[src/rtl/pwm_ctrl_pkg.sv]
`default_nettype none
// ============================================================================
//  Module      : pwm_ctrl_pkg
//  Description : Shared FSM encoding, channel-index width helper and the
//                saturating duty step used by the PWM ramp sequencer.
//  Revision    : 1.0  initial release
// ============================================================================
package pwm_ctrl_pkg;

    localparam logic [0:0] c_st_idle = 1'b0;
    localparam logic [0:0] c_st_ramp = 1'b1;

    // Channel select needs at least one bit even for a single channel.
    function automatic int chw_of(input int n);
        return (n > 1) ? $clog2(n) : 1;
    endfunction

    // Move duty one step toward target, landing exactly on it; step==0 jumps.
    function automatic logic [31:0] duty_step(input logic [31:0] duty,
                                              input logic [31:0] target,
                                              input logic [31:0] step);
        logic [32:0] w_diff;
        logic [31:0] w_res;
        if (target >= duty) begin
            w_diff = {1'b0, target} - {1'b0, duty};
            if (step == '0 || w_diff <= {1'b0, step})
                w_res = target;
            else
                w_res = duty + step;
        end else begin
            w_diff = {1'b0, duty} - {1'b0, target};
            if (step == '0 || w_diff <= {1'b0, step})
                w_res = target;
            else
                w_res = duty - step;
        end
        return w_res;
    endfunction

endpackage
`default_nettype wire

[src/rtl/pwm_ramp_chan.sv]
`default_nettype none
// ============================================================================
//  Module      : pwm_ramp_chan
//  Description : One PWM channel: config shadow, IDLE/RAMP engine, rate
//                divider, duty register and registered compare output.
//  Revision    : 1.0  initial release
// ============================================================================
module pwm_ramp_chan import pwm_ctrl_pkg::*; #(
    parameter int DW = 8,
    parameter int RW = 8
) (
    input  logic          clk,
    input  logic          rst_n,
    input  logic [DW-1:0] i_cnt,
    input  logic          i_boundary,
    input  logic          i_wr,
    input  logic [DW-1:0] i_target,
    input  logic [DW-1:0] i_step,
    input  logic [RW-1:0] i_rate,
    output logic          o_pending,
    output logic          o_pwm,
    output logic          o_busy,
    output logic          o_done
);

    logic          r_pending;
    logic [DW-1:0] r_sh_target;
    logic [DW-1:0] r_sh_step;
    logic [RW-1:0] r_sh_rate;
    logic [0:0]    r_state;
    logic [DW-1:0] r_target;
    logic [DW-1:0] r_step;
    logic [RW-1:0] r_rate;
    logic [RW-1:0] r_rate_cnt;
    logic [DW-1:0] r_duty;
    logic          r_pwm;
    logic          r_done;

    logic [RW-1:0] w_rate_eff;
    logic [RW-1:0] w_rc_inc;
    logic          w_step_due;
    logic [DW-1:0] w_next_duty;

    assign w_rate_eff  = (r_rate == '0) ? RW'(1) : r_rate;
    assign w_rc_inc    = r_rate_cnt + 1'b1;
    assign w_step_due  = (w_rc_inc >= w_rate_eff);
    assign w_next_duty = DW'(duty_step(32'(r_duty), 32'(r_target), 32'(r_step)));

    // Boundary is the edge entering cnt==0, so a new duty owns the whole period.
    always_ff @(posedge clk or negedge rst_n) begin
        if (!rst_n) begin
            r_pending   <= 1'b0;
            r_sh_target <= '0;
            r_sh_step   <= '0;
            r_sh_rate   <= '0;
            r_state     <= c_st_idle;
            r_target    <= '0;
            r_step      <= '0;
            r_rate      <= '0;
            r_rate_cnt  <= '0;
            r_duty      <= '0;
            r_pwm       <= 1'b0;
            r_done      <= 1'b0;
        end else begin
            r_done <= 1'b0;
            r_pwm  <= (r_duty > i_cnt);
            if (i_boundary) begin
                if (r_pending) begin
                    r_pending  <= 1'b0;
                    r_target   <= r_sh_target;
                    r_step     <= r_sh_step;
                    r_rate     <= r_sh_rate;
                    r_rate_cnt <= '0;
                    if (r_sh_target != r_duty) begin
                        r_state <= c_st_ramp;
                    end else begin
                        r_state <= c_st_idle;
                        r_done  <= 1'b1;
                    end
                end else if (r_state == c_st_ramp) begin
                    if (w_step_due) begin
                        r_duty     <= w_next_duty;
                        r_rate_cnt <= '0;
                        if (w_next_duty == r_target) begin
                            r_done  <= 1'b1;
                            r_state <= c_st_idle;
                        end
                    end else begin
                        r_rate_cnt <= w_rc_inc;
                    end
                end
            end
            if (i_wr) begin
                r_pending   <= 1'b1;
                r_sh_target <= i_target;
                r_sh_step   <= i_step;
                r_sh_rate   <= i_rate;
            end
        end
    end

    assign o_pending = r_pending;
    assign o_pwm     = r_pwm;
    assign o_busy    = r_pending | (r_state == c_st_ramp);
    assign o_done    = r_done;

endmodule
`default_nettype wire

[src/rtl/pwm_ramp_ctrl.sv]
`default_nettype none
// ============================================================================
//  Module      : pwm_ramp_ctrl
//  Description : Multi-channel PWM sequencer: shared period counter, host
//                write decode and CH ramping compare channels.
//  Revision    : 1.0  initial release
// ============================================================================
module pwm_ramp_ctrl import pwm_ctrl_pkg::*; #(
    parameter int CH = 4,
    parameter int DW = 8,
    parameter int RW = 8
) (
    input  logic                  clk,
    input  logic                  rst_n,
    input  logic                  cfg_valid,
    output logic                  cfg_ready,
    input  logic [chw_of(CH)-1:0] cfg_ch,
    input  logic [DW-1:0]         cfg_target,
    input  logic [DW-1:0]         cfg_step,
    input  logic [RW-1:0]         cfg_rate,
    output logic [CH-1:0]         pwm_out,
    output logic [CH-1:0]         ramp_busy,
    output logic [CH-1:0]         ramp_done,
    output logic                  period_start
);

    localparam int            CHW       = chw_of(CH);
    localparam int            c_pend_w  = 2**CHW;
    localparam logic [DW-1:0] c_cnt_max = '1;

    logic [DW-1:0]       r_cnt;
    logic                r_period_start;
    logic                w_boundary;
    logic                w_accept;
    logic [CH-1:0]       w_pending;
    logic [c_pend_w-1:0] w_pend_pad;

    assign w_boundary = (r_cnt == c_cnt_max);

    // period_start is registered so it stays low in the post-reset cnt==0 slot.
    always_ff @(posedge clk or negedge rst_n) begin
        if (!rst_n) begin
            r_cnt          <= '0;
            r_period_start <= 1'b0;
        end else begin
            r_cnt          <= r_cnt + 1'b1;
            r_period_start <= w_boundary;
        end
    end

    assign period_start = r_period_start;

    // Unused channel codes read as ready and are silently dropped.
    generate
        if (c_pend_w == CH) begin : g_pend_full
            assign w_pend_pad = w_pending;
        end else begin : g_pend_pad
            assign w_pend_pad = {{(c_pend_w - CH){1'b0}}, w_pending};
        end
    endgenerate

    assign cfg_ready = ~w_pend_pad[cfg_ch];
    assign w_accept  = cfg_valid & cfg_ready;

    generate
        for (genvar i = 0; i < CH; i++) begin : g_chan
            pwm_ramp_chan #(
                .DW (DW),
                .RW (RW)
            ) u_chan (
                .clk        (clk),
                .rst_n      (rst_n),
                .i_cnt      (r_cnt),
                .i_boundary (w_boundary),
                .i_wr       (w_accept && (cfg_ch == CHW'(i))),
                .i_target   (cfg_target),
                .i_step     (cfg_step),
                .i_rate     (cfg_rate),
                .o_pending  (w_pending[i]),
                .o_pwm      (pwm_out[i]),
                .o_busy     (ramp_busy[i]),
                .o_done     (ramp_done[i])
            );
        end
    endgenerate

endmodule
`default_nettype wire

[config.mk]
export PLATFORM = sky130hd
export DESIGN_NAME = pwm_ramp_ctrl
export DESIGN_NICKNAME = d
export VERILOG_FILES = /design/src/rtl/pwm_ctrl_pkg.sv /design/src/rtl/pwm_ramp_chan.sv /design/src/rtl/pwm_ramp_ctrl.sv
export SDC_FILE = /design/constraint.sdc
export NUM_CORES = 1
export LEC_CHECK = 0
export ABC_AREA = 1
export BUFFER_PORTS_ARGS = -buffer_cell sky130_fd_sc_hd__buf_2
export CAP_MARGIN = 10
export CORE_MARGIN = 2
export CORE_UTILIZATION = 57
export DETAILED_ROUTE_END_ITERATION = 12
export MAX_ROUTING_LAYER = met4
export PLACE_DENSITY = 0.73
export SYNTH_ARGS = -nofsm -noshare
export SYNTH_HDL_FRONTEND = slang
export SYNTH_SLANG_ARGS = --single-unit
[constraint.sdc]
create_clock -name clk -period 4.85 [get_ports clk]
set_input_delay 0.2425 -clock clk [delete_from_list [all_inputs] [get_ports clk]]
set_output_delay 0.2425 -clock clk [all_outputs]
set_load 0.01 [all_outputs]
==> results of run 1 <==
-- what timing repair did --
item	CTS	global route
hold buffers	1	0
gates resized for setup	0	0
endpoints found under the hold margin	135	0
-- power by group --
part	total, mW	leakage, nW	switching (mW)	internal (mW)
clock network	2.64	0.553	1.09	1.55
registers	2.34	3.89	0	2.34
logic	0.0940	7.63	0.0810	0.0131
-- placed cells by master, fill, tap and decap left out, types with 4 or more instances in the layout --
cell type and count:
nand2_1 676, inv_1 354, dfrtp_1 281, ha_1 249
o21ai_0 208, nand3_1 195, a21oi_1 194, nor2_1 157
xor2_1 90, nand4_1 64, buf_2 41, clkbuf_16 36
xnor2_1 29, buf_4 27, nand3b_1 17, o211ai_1 17
fa_1 16, nor4_1 13, nor3_1 13, a31oi_1 13
nand2_2 11, a21o_1 11, o21ai_1 10, a32o_1 10
o21bai_1 8, mux2_2 8, clkbuf_1 8, o21a_1 7
o31ai_1 6, clkinv_2 6, or2_2 5, o221ai_1 4
inv_2 4, nor3b_1 4, a41o_1 4
-- sequential cells by signal, summed over array words and instances, names as in the netlist, 4 cells and up --
signal and count:
g_chan.u_chan.r_sh_step 32, g_chan.u_chan.o_done 4, g_chan.u_chan.r_step 32, g_chan.u_chan.o_pending 4
g_chan.u_chan.r_sh_rate 32, g_chan.u_chan.r_target 32, g_chan.u_chan.r_rate 32, g_chan.u_chan.o_pwm 4
r_cnt 8, g_chan.u_chan.r_state 4, g_chan.u_chan.r_sh_target 32, g_chan.u_chan.r_duty 32
g_chan.u_chan.r_rate_cnt 32
-- worst paths after layout --
path                                               start                       endpoint
max                           g_chan[3].u_chan.r_duty[1]        g_chan[3].u_chan.o_done
max in group asynchronous                          rst_n  g_chan[0].u_chan.r_sh_rate[4]
min in group asynchronous                          rst_n     g_chan[2].u_chan.r_step[2]
min reg2reg                g_chan[1].u_chan.r_sh_rate[0]  g_chan[1].u_chan.r_sh_rate[0]
max reg2reg                   g_chan[3].u_chan.r_duty[1]        g_chan[3].u_chan.o_done
min                                          cfg_step[7]  g_chan[0].u_chan.r_sh_step[7]
-- logic make-up (layout without fill, tap and decap cells) --
| family | count (synthesis) | count (layout) |
|---|---|---|
| compound gates | 508 | 508 |
| xor+xnor | 119 | 119 |
| fa+ha+maj | 265 | 265 |
| buf+inv | 459 | 491 |
| flops | 281 | 281 |
| mux | 8 | 8 |
| other cells | 0 | 1 |
| simple gates | 1169 | 1169 |
-- area by class of cell --
cell class	count	share of cell area, %
clock inverter	16	0.821
tap	468	2.54
multi-input combinational	2069	54.2
timing repair buffer	71	1.97
inverter	359	5.85
antenna	1	0.0109
clock buffer	45	4.10
sequential	281	30.5
-- worst max-delay path, cell delays in order, from the launching register on --
cell,delay (ps)
dfrtp_1,590
inv_1,260
ha_1,370
nand2_2,60
o21ai_0,270
inv_1,90
o21ai_0,200
xor2_1,220
ha_1,260
nand2_1,60
inv_1,50
nand2_1,60
nand2_1,40
nand2_1,50
nand2_1,50
nand2_1,60
nand2_1,230
nand2_1,350
nand2_1,90
nand3_1,100
nand2_1,80
nand2_1,70
nand2_1,50
nor2_1,120
nand2_1,90
nor2_1,110
nor2_1,60
nor3_2,100
-- metal layers --
layer / vias up / share of wire [%] / track usage, %
li1: 9284 / - / -
met1: 9129 / 44 / 44.0
met2: 695 / 45 / 52.2
met3: 150 / 6.7 / 4.71
met4: 0 / 3.6 / 12.8
met5: - / 0 / -
-- metrics by stage --
step | total power, mW | utilization (%) | instance area [µm²]
floorplan | 2.40 | - | 21400
global placement | 2.48 | 59.5 | 21900
detailed placement | 2.48 | 59.5 | 21900
CTS | 5.12 | 62.6 | 23000
global route | 5.22 | 62.6 | 23000
finish | 5.08 | 62.6 | 23000
==> results.sh, run 1 <==
export IMPL_dr_pass1_iters=5
export IMPL_cts_tree="done"
export IMPL_min_path_cells=3
export IMPL_regArea_um2=7030
export IMPL_holdCritPathClass="in -> reg"
export IMPL_post_dp_hpwl_um=46800
export IMPL_synth_top_family_by_area="simple AND/OR/NAND/NOR gates"
export IMPL_multiInputGateArea_um2=12500
export IMPL_cp_max_fo=11
export IMPL_drv_cap=0
export IMPL_synth_common_cells="676 x nand2_1, 354 x inv_1, 281 x dfrtp_1"
export IMPL_regToRegSetupSlack_ps=620
export IMPL_die_width_um=198
export IMPL_synth_edf_count=0
export IMPL_yosys_mux_area_fraction_pct=0.422
export IMPL_fin_tns_setup_ps=0
export IMPL_dp_slack_ps=669
export IMPL_start_util_pct=58.0
export IMPL_reg2regPathDepth=27
export IMPL_syn_area_um2=21400
export IMPL_layout_drive_gt1_share_pct=6.02
export IMPL_yosysWarnings=0
export IMPL_wl_um=61700
export IMPL_end_kind="flop"
export IMPL_outcome="finished clean"
export IMPL_synth_compound_area_share_pct=13.3
export IMPL_power_leakage_nw=12.1
export IMPL_vias=19258
export IMPL_ys_flop_type="dfrtp_1"
export IMPL_finalSetupViolCount=0
export IMPL_netlist_area_leader_share_pct=32.9
export IMPL_clk_pin_slew_worst_paths_ps=60
export IMPL_fin_cells=3310
export IMPL_ant_nets=0
export IMPL_syn2layout_area_growth_pct=7.81
export IMPL_wl_per_cell_um=18.6
export IMPL_clk_latency_ps=560
export IMPL_finalWorstSetupSlack_ps=620
export IMPL_start_kind="flop"
export IMPL_cts_num_sinks=281
export IMPL_ios=43
export IMPL_yosys_area_share_adder_pct=16.1
export IMPL_syn_nets=3103
export IMPL_portBuffers=42
export IMPL_cts_made_buffers=35
export IMPL_clock_path_buffers=3
export IMPL_yosysTopAreaCell="dfrtp_1"
export IMPL_hold_ws_ps=101
export IMPL_htreeDepth=2
export IMPL_core_area_um2=36800
export IMPL_synth_xor_area_share_pct=4.88
export IMPL_grt_pass1_vias=18927
export IMPL_cp_required_ps=5320
export IMPL_period_minus_slack_ps=4230
export IMPL_rsz0062_at_grt="no"
export IMPL_hold_viol=0
export IMPL_nets=3111
export IMPL_finalMaxSlewViolations=0
export IMPL_grt_max_degree=138
export IMPL_arrival_ps=4700
export IMPL_async_flop_share_pct=100
export IMPL_groute_usage_overall_pct=33.3
export IMPL_viasPerCell=5.82
export IMPL_ir_drop_v=0.000248
export IMPL_max_freq_ghz=0.236
export IMPL_skew_ps=24.7
export IMPL_p_per_area_nw_per_um2=221
export IMPL_die_height_um=198
export IMPL_ys_ff_latch=281
export IMPL_syn_inst=2809
export IMPL_antenna_found_initial=2
export IMPL_ys_top_cells_by_area="dfrtp_1 33%, ha_1 15%, nand2_1 12%, inv_1 6.2%, o21ai_0 4.9%"
export IMPL_cts_setup_buffers=0
export IMPL_dp_cells=3247
export IMPL_yosys_area_share_simple_pct=23.7
export IMPL_drt_iter0_drc=1428
export IMPL_relSlewSlack_pct=28.7
export IMPL_grt_ovfl_total=0
export IMPL_fill_cells=3283
export IMPL_crit_type="reg -> reg"
export IMPL_dieArea_um2=39000
export IMPL_gp_congestion=1.02
export IMPL_finalCritPeriodShare_pct=87.2
export IMPL_yosysUniqueCellTypes=58
export IMPL_synth_seq_area_share_pct=32.9
export IMPL_num_rows=70
export IMPL_clock_tree_root_cell="clkbuf_16"
export IMPL_grt_pass1_wl_um=99100
export IMPL_worst_slew_pin_slew_ps=1070
export IMPL_drc=0
export IMPL_synth_most_common_cell="nand2_1"
export IMPL_syn_area_per_cell_um2=7.60
Note: power is estimated with default switching activity, not from simulation.
==> run 2: changes to the inputs <==
--- a/config.mk
+++ b/config.mk
@@ -12,7 +12,8 @@
 export CORE_UTILIZATION = 57
 export DETAILED_ROUTE_END_ITERATION = 12
 export MAX_ROUTING_LAYER = met4
-export PLACE_DENSITY = 0.73
+export PLACE_DENSITY = 0.76
+export REMOVE_ABC_BUFFERS = 1
 export SYNTH_ARGS = -nofsm -noshare
 export SYNTH_HDL_FRONTEND = slang
 export SYNTH_SLANG_ARGS = --single-unit
==> constraint.sdc (replaced) <==
create_clock -name clk -period 3.56 [get_ports clk]
set_input_delay 0.178 -clock clk [delete_from_list [all_inputs] [get_ports clk]]
set_output_delay 0.178 -clock clk [all_outputs]
set_load 0.01 [all_outputs]
==> results.sh, run 2 (synthesized netlist as in run 1, its figures left out) <==
export IMPL_finalWorstSetupSlack_ps=-89.9
export IMPL_wl_um=66800
export IMPL_ir_drop_v=0.000403
export IMPL_layout_drive_gt1_share_pct=20.1
export IMPL_wl_per_cell_um=18.9
export IMPL_grt_pass1_vias=19771
export IMPL_cp_required_ps=4030
export IMPL_ant_nets=0
export IMPL_crit_start="g_chan[0].u_chan.r_target[0]"
export IMPL_gp_congestion=1.00
export IMPL_drc=0
export IMPL_use_met2_pct=56.4
export IMPL_core_area_um2=36800
export IMPL_dieArea_um2=39000
export IMPL_arrival_ps=4120
export IMPL_use_met3_pct=3.41
export IMPL_clock_path_buffers=3
export IMPL_num_rows=70
export IMPL_fin_cells=3539
export IMPL_post_dp_hpwl_um=49600
export IMPL_drv_cap=0
export IMPL_antenna_found_initial=2
export IMPL_rsz0062_at_grt="yes"
export IMPL_htreeDepth=1
export IMPL_use_met1_pct=43.8
export IMPL_cts_made_buffers=31
export IMPL_holdCritStartpoint="cfg_step[5]"
export IMPL_crit_type="reg -> reg"
export IMPL_nets=3341
export IMPL_drt_iter0_drc=1541
export IMPL_outcome="finished, violations left"
export IMPL_multiInputGateArea_um2=13500
export IMPL_skew_ps=14.6
export IMPL_relSlewSlack_pct=24.4
export IMPL_path_buf_inv=3
export IMPL_ios=43
export IMPL_viasPerCell=5.80
export IMPL_dr_pass1_iters=6
export IMPL_cts_num_sinks=281
export IMPL_groute_usage_overall_pct=34.3
export IMPL_finalCritPeriodShare_pct=103
export IMPL_critPathMostFrequentCell="nand2_1"
export IMPL_reg2reg_from="g_chan[0].u_chan.r_target[0]"
export IMPL_clock_tree_root_cell="clkbuf_16"
export IMPL_hold_viol=0
export IMPL_hold_ws_ps=41.9
export IMPL_finalPower_mw=6.61
export IMPL_start_kind="flop"
export IMPL_cp_max_fo=5
export IMPL_violations="negative setup slack"
export IMPL_grt_pass1_wl_um=103000
export IMPL_finalMaxSlewViolations=0
export IMPL_slowest_stage="dfrtp_1"
export IMPL_start_util_pct=58.0
export IMPL_vias=20536
export IMPL_regToRegSetupSlack_ps=-90
export IMPL_period_minus_slack_ps=3650
export IMPL_regArea_um2=7040
export IMPL_finalSetupViolCount=2
export IMPL_dp_slack_ps=-299
export IMPL_most_common_layout_cells="607 x nand2_1, 330 x inv_1, 274 x dfrtp_1, 226 x ha_1, 223 x buf_4"
export IMPL_busiest_layer="met2"
export IMPL_p_per_area_nw_per_um2=256
export IMPL_fill_cells=3003
export IMPL_clk_pin_slew_worst_paths_ps=60
export IMPL_cts_tree="done"
export IMPL_clk_latency_ps=590
export IMPL_grt_ovfl_total=0
export IMPL_die_width_um=198
export IMPL_power_leakage_nw=13.4
export IMPL_end_kind="flop"
export IMPL_worst_slew_pin_slew_ps=1130
export IMPL_dp_cells=3422
export IMPL_holdCritPathClass="in -> reg"
export IMPL_portBuffers=42
export IMPL_path_delay_family="compound AO/OA/AOI/OAI gates"
export IMPL_max_freq_ghz=0.274
export IMPL_final_common_cell="nand2_1"
export IMPL_syn2layout_area_growth_pct=21.0
export IMPL_die_height_um=198
export IMPL_critPathMaxStageDelay_ps=420
export IMPL_grt_max_degree=136
run 2: cell count changes in the layout (fill, tap and decap cells not counted), moves of 21 or more:
| cell | delta |
|---|---|
| buf_4 | +196 |
| nand2_1 | -69 |
| nand2_2 | +54 |
| nand3_1 | -38 |
| nand3_2 | +38 |
| inv_1 | -24 |
| ha_1 | -23 |
| a21oi_1 | -21 |
| inv_2 | +21 |
run 2: worst register-to-register path, stage by stage, from the launching register on:
cell and delay, ps:
dfrtp_1 420, buf_6 140, ha_4 170, fa_2 410, o21ai_2 160, buf_4 150, nand2_2 60, nand2_2 70
xor2_1 160, ha_1 260, a21o_1 200, a21oi_2 120, nand2_1 60, nand2_1 90, nand2_2 80, nand2_2 90
buf_6 130, a21oi_2 50, o21ai_1 120, nand2_1 90, nand2_1 70, nand2_1 60, a21oi_2 170, nand3_2 110
nand2_1 70, a21oi_1 50
run 2: what timing repair did:
item                                    4_1_cts  5_1_grt
hold buffers                                 11        0
buffers inserted                             13       31
gates cloned                                  0        5
hold endpoints to repair                    167        0
endpoints found under the setup margin       10       22
pin swaps                                    11      111
resized for setup                            35      270
run 2: stage by stage:
stage / util [%] / instance area (µm²) / setup TNS, ps
CTS: 66.8 / 24600 / -3.04
global placement: 63.2 / 23200 / -850
finish: 70.3 / 25800 / -137
detailed placement: 63.2 / 23200 / -1350
global route: 70.3 / 25800 / -1860
floorplan: - / 20800 / 0
run 2: final timing paths:
check,depth (start not counted),endpoint
max,25,g_chan[0].u_chan.r_state
min,3,g_chan[2].u_chan.r_sh_step[5]
max reg2reg,25,g_chan[0].u_chan.r_state
min reg2reg,2,g_chan[2].u_chan.r_sh_step[7]
max in group asynchronous,3,g_chan[3].u_chan.r_target[3]
min in group asynchronous,2,g_chan[2].u_chan.r_step[2]
run 2: power breakdown:
group | leakage, nW | switching (mW) | internal, mW
registers | 3.88 | 0 | 3.19
logic | 9.05 | 0.111 | 0.0280
clock network | 0.504 | 1.36 | 1.92
total | 13.4 | 1.47 | 5.14
run 2: layout make-up:
class / instances / share of cell area [%]
diodes: 1 / 0.00968
clock buffers: 39 / 3.16
clock inverters: 17 / 0.823
inverters: 359 / 5.25
multi-input cells: 2073 / 52.2
flip-flops and latches: 281 / 27.2
well taps: 468 / 2.27
repair buffers: 301 / 9.06
run 2: routing by layer:
| metal | wire length [µm] | vias up | share of wire [%] |
|---|---|---|---|
| li1 | - | 9755 | - |
| met1 | 28500 | 9859 | 43 |
| met2 | 31800 | 718 | 48 |
| met3 | 3560 | 204 | 5.3 |
| met4 | 2860 | 0 | 4.3 |
| met5 | 0 | - | 0 |
